<file path="src/rtl/word_render.sv">
// word_render: reader side of the 64x32 word-glyph ROM.
// Two-stage pixel pipeline. Stage 1 turns the pixel coordinate into a ROM row address
// and a glyph column. Stage 2 picks the glyph bit from the returned ROM row.
// Sync and video_on are delayed two ticks so they stay aligned with word_on/rgb_out.
// Optional feature: define WORD_BLINK_EN to blink the word every BLINK_FRAMES frames.
module word_render #(
  parameter int          SCALE_LOG2   = 1,
  parameter logic [11:0] FG_COLOR     = 12'hFFF,
  parameter int          BLINK_FRAMES = 30
) (
  input  logic        clk,
  input  logic        reset,
  input  logic        pixel_tick,
  input  logic [9:0]  pixel_x,
  input  logic [9:0]  pixel_y,
  input  logic        video_on,
  input  logic        hsync_in,
  input  logic        vsync_in,
  input  logic [9:0]  org_x,
  input  logic [9:0]  org_y,
  output logic [4:0]  drom_addr_num,
  input  logic [0:63] drom_data_num,
  output logic        word_on,
  output logic [11:0] rgb_out,
  output logic        hsync_out,
  output logic        vsync_out,
  output logic        video_on_out
);

  localparam logic [10:0] BOX_W = 11'(64 << SCALE_LOG2);
  localparam logic [10:0] BOX_H = 11'(32 << SCALE_LOG2);

  logic [10:0] dx_s;
  logic [10:0] dy_s;
  logic        in_box_s;
  logic [5:0]  col_s;
  logic [4:0]  row_s;
  logic        bit_s;
  logic        show_s;
  logic        word_next_s;

  logic [5:0]  col_r;
  logic        in_box_r;
  logic        video_d1_r;
  logic        hsync_d1_r;
  logic        vsync_d1_r;

  // Stage-1 geometry: offset inside the box, box test and scaled glyph coordinates
  always_comb begin
    dx_s     = {1'b0, pixel_x} - {1'b0, org_x};
    dy_s     = {1'b0, pixel_y} - {1'b0, org_y};
    in_box_s = (pixel_x >= org_x) && (dx_s < BOX_W) &&
               (pixel_y >= org_y) && (dy_s < BOX_H);
    col_s    = 6'(dx_s >> SCALE_LOG2);
    row_s    = 5'(dy_s >> SCALE_LOG2);
  end

  // Stage-1 registers; the ROM address is parked at row 0 outside the box.
  // Sync stages reset to the inactive (high) level so no false sync pulse leaves the block.
  always_ff @(posedge clk or posedge reset) begin
    if (reset) begin
      col_r         <= 6'd0;
      in_box_r      <= 1'b0;
      drom_addr_num <= 5'd0;
      video_d1_r    <= 1'b0;
      hsync_d1_r    <= 1'b1;
      vsync_d1_r    <= 1'b1;
    end else if (pixel_tick) begin
      col_r         <= in_box_s ? col_s : 6'd0;
      in_box_r      <= in_box_s;
      drom_addr_num <= in_box_s ? row_s : 5'd0;
      video_d1_r    <= video_on;
      hsync_d1_r    <= hsync_in;
      vsync_d1_r    <= vsync_in;
    end
  end

`ifdef WORD_BLINK_EN
  localparam int CW = (BLINK_FRAMES > 1) ? $clog2(BLINK_FRAMES) : 1;

  logic [CW-1:0] frame_cnt_r;
  logic          show_r;

  // Frame counter on vsync falling edges (vsync_d1_r is the previous ticked vsync);
  // the shown/hidden phase flips each time the counter wraps
  always_ff @(posedge clk or posedge reset) begin
    if (reset) begin
      frame_cnt_r <= '0;
      show_r      <= 1'b1;
    end else if (pixel_tick && vsync_d1_r && !vsync_in) begin
      if (frame_cnt_r == CW'(BLINK_FRAMES - 1)) begin
        frame_cnt_r <= '0;
        show_r      <= ~show_r;
      end else begin
        frame_cnt_r <= frame_cnt_r + CW'(1);
      end
    end
  end

  assign show_s = show_r;
`else
  assign show_s = 1'b1;
`endif

  // Stage-2 bit select from the ROM row (index 0 is the leftmost glyph column)
  always_comb begin
    bit_s       = drom_data_num[col_r];
    word_next_s = in_box_r & video_d1_r & bit_s & show_s;
  end

  // Stage-2 output registers, advanced only on pixel ticks
  always_ff @(posedge clk or posedge reset) begin
    if (reset) begin
      word_on      <= 1'b0;
      rgb_out      <= 12'h000;
      video_on_out <= 1'b0;
      hsync_out    <= 1'b1;
      vsync_out    <= 1'b1;
    end else if (pixel_tick) begin
      word_on      <= word_next_s;
      rgb_out      <= word_next_s ? FG_COLOR : 12'h000;
      video_on_out <= video_d1_r;
      hsync_out    <= hsync_d1_r;
      vsync_out    <= vsync_d1_r;
    end
  end

endmodule
</file>
<file path="config.mk">
export PLATFORM = sky130hd
export DESIGN_NAME = word_render
export DESIGN_NICKNAME = d
export VERILOG_FILES = /design/src/rtl/word_render.sv
export SDC_FILE = /design/constraint.sdc
export NUM_CORES = 1
export LEC_CHECK = 0
export CAP_MARGIN = 30
export CORE_ASPECT_RATIO = 0.5
export CORE_MARGIN = 4
export CORE_UTILIZATION = 37
export DETAILED_ROUTE_END_ITERATION = 8
export PLACE_DENSITY = 0.75
export REMOVE_ABC_BUFFERS = 1
export SETUP_SLACK_MARGIN = 0.3
export SLEW_MARGIN = 20
export SYNTH_ARGS = -nofsm -noshare
export SYNTH_HDL_FRONTEND = slang
export SYNTH_SLANG_ARGS = --single-unit
</file>
<file path="constraint.sdc">
create_clock -name clk -period 2.25 [get_ports clk]
set_input_delay 0.675 -clock clk [delete_from_list [all_inputs] [get_ports clk]]
set_output_delay 0.675 -clock clk [all_outputs]
set_load 0.005 [all_outputs]
</file>
==> flow_summary.ini <==
[power]
switching_share_pct = 32.3
total_power_uw = 1610
power_leakage_uw = 0.00221
max-vdd-ir-drop_uv = 348
p_comb_share_pct = 53.6
intPower_uw = 1090
pwr-share-clk_pct = 23.3
p_sw_uw = 519
power_frac_seq_pct = 23.1
p_per_area_nw_per_um2 = 335

[setup_path]
critPathMaxFanout = 6
path_cells = buf_6 -> inv_4 -> ha_4 -> and2b_1 -> o2bb2ai_1 -> or4b_1 -> a311o_1 -> or4_4 -> o41ai_2
crit_path_top_delay_cell = or4_4
cpLargestDelayFamily = simple AND/OR/NAND/NOR gates
worstSetupEndpointType = register
crit_path_start_kind = input pin
max_stage_delay_ps = 580
worstPathArrival_ps = 3080
required_ps = 2370
critPathBufInv = 2
crit_start = org_x[8]
rr_startpoint = col_r[0]$_DFFE_PP0P_
crit_type = input pin to register

[global_routing]
grt_max_degree = 25
grt_pass1_wl_um = 13600
grt_usage_pct = 20.6
grt_antenna_before_repair = 0
grt_pass1_vias = 2949
overflow = 0

[detailed_routing]
wl_met2_um = 5020
drtIter0Drc = 208
vias_per_cell = 5.38
num_vias = 2961
dr.max_layer_used = met4
wl_met3_um = 807
wirelength_um = 9980
antenna_left = 0
post_drt_wl_per_cell_um = 18.2
drc = 0
wl_met1_um = 3920
drt_first_pass_iters = 5

[clocking]
path_clk_slew_ps = 60
cts_buffer_depth = 2
root_buffer = clkbuf_16
clock-sinks = 19
cts_tree = built
cts.htree.levels = 1
cts_buffers = 3
insertion_delay_ps = 250

[sta]
holdWs_ps = 509
tightest_slew_ps = 402
timing.fmax_ghz = 0.337
worst_slack_ps = -713
relSlewSlack_pct = 73.2
hold_viol_final = 0
setup_viol = 12
finalMaxSlewViolations = 0
finClkSkew_ps = 1.48
final.setup.tns_ps = -7050
final.min_clock_period_ps = 2960
period_share_pct = 132
rsz0062_at_grt = true

[synthesis]
yosysWarnings = 0
synth-main-ff-cell = dfrtp_1
syn_inst = 278
yosysSeqAreaShare_pct = 19.4
ys_types = 49
synth_edf_count = 0
avgSynthCellArea_um2 = 8.92
async_flop_share_pct = 100
synth_area_um2 = 2480
ys_seq_elements = 19

[worst_hold_path]
hold_class = register to register
hp-start = drom_addr_num[4]$_DFFE_PP0P_

[cells_and_area]
register_area_um2 = 482
mostFrequentLayoutCell = clkdlybuf4s50_1
layout_common_cells = 66 x clkdlybuf4s50_1, 64 x buf_4, 25 x dlygate4sd2_1
num-nets-final = 595
multi_input_area_um2 = 2150
layout-drive-gt1-share_pct = 39.2
n_antenna_cell = 0
fill_cells = 405
fin_cells = 550
area_growth_pct = 93.5

[floorplan]
die-area_um2 = 8160
coreArea_um2 = 6280
rows = 20
num_io_pins = 131
initial_utilization_pct = 39.5
die_x_um = 124
die_y_um = 65.9

[placed_design]
dp_worst_setup_slack_ps = -1510
gp_congestion = 0.875
port_buffers = 130
dp_hpwl_um = 6520
dp.cells = 523

[outcome]
status = finished with violations
violations = setup timing

[run]
cap_violations = 0
==> flip-flops by register name, summed over array words and instances, names as in the netlist <==
register and count:
drom_addr_num 5, col_r 6, vsync_out 1, video_d1_r 1
rgb_out 1, hsync_out 1, vsync_d1_r 1, hsync_d1_r 1
video_on_out 1, in_box_r 1
==> path summary, 6_finish.rpt <==
| kind | endpoint | slack, ps | depth (start not counted) |
|---|---|---|---|
| setup / recovery | col_r[2]$_DFFE_PP0P_ | -710 | 9 |
| hold / removal | drom_addr_num[4]$_DFFE_PP0P_ | 510 | 2 |
| setup reg to reg | rgb_out[10]$_DFFE_PP0P_ | 510 | 6 |
| hold reg to reg | drom_addr_num[4]$_DFFE_PP0P_ | 510 | 2 |
| max in group asynchronous | vsync_d1_r$_DFFE_PP1P_ | 1240 | 3 |
| min in group asynchronous | video_on_out$_DFFE_PP0P_ | 750 | 3 |
==> what timing repair did <==
item	in CTS	in global routing
hold buffers	0	0
setup buffers	14	6
endpoints found under the setup margin	27	27
pin swaps	53	16
resized for setup	143	59
gates cloned	1	2
==> layout make-up <==
type,instances,share of cell area (%)
clock buffer,4,1.64
inverter,35,2.79
multi-input combinational,203,44.9
sequential,19,10.0
tap,88,2.29
timing repair buffer,201,38.3
==> worst reg2reg max path, delay by kind of cell (launching register included) <==
family | cells | cell delay [ps]
and+or+nand+nor | 1 | 120
AOI/OAI and AO/OA | 2 | 310
muxes | 2 | 660
DFF | 1 | 390
buffers and inverters | 1 | 140
==> power by group through the flow <==
stage               clock, µW  sequential [µW]  combinational [µW]
CTS                       359              371                 756
global placement            0              375                 652
finish                    374              371                 861
floorplan                   0              375                 282
global route              392              373                 920
detailed placement          0              376                 671
==> metal layers <==
metal  GRT usage [%]  vias up
li1                -     1382
met1            24.8     1420
met2            38.3      134
met3            3.42       25
met4            5.10        0
met5               0        -
==> kinds of logic (layout without fill, tap and decap cells) <==
logic type	after synthesis	after routing	share of synthesized area, %
AO/OA/AOI/OAI	69	69	21.9
AND/OR/NAND/NOR	69	70	15.4
buffers and inverters	57	240	10.7
multiplexers	32	32	17.3
adder cells (fa/ha/maj)	22	22	11.7
flip-flops	19	19	19.4
XOR/XNOR	10	10	3.53
==> synth_stat cells, drive strengths merged, types with 9 or more instances <==
cell type | instances | share of area [%]
o41ai | 9 | 5.3
nand2 | 14 | 2.1
nor2 | 9 | 1.4
ha | 20 | 10
nand3 | 11 | 2.2
nand2b | 13 | 3.3
dfrtp | 15 | 15
a21oi | 14 | 2.8
inv | 35 | 5.3
buf | 15 | 4.4
mux2i | 18 | 7.3
o21ai | 14 | 2.8
==> stage by stage <==
| step | utilization, % | cell area (µm²) |
|---|---|---|
| 3_3_place_gp | 65.9 | 4140 |
| 4_1_cts | 71.9 | 4510 |
| 2_1_floorplan | - | 2340 |
| 5_1_grt | 76.4 | 4800 |
| 6_report | 76.4 | 4800 |
| 3_5_place_dp | 65.9 | 4140 |
No activity file was read; power rests on OpenSTA's default activity.
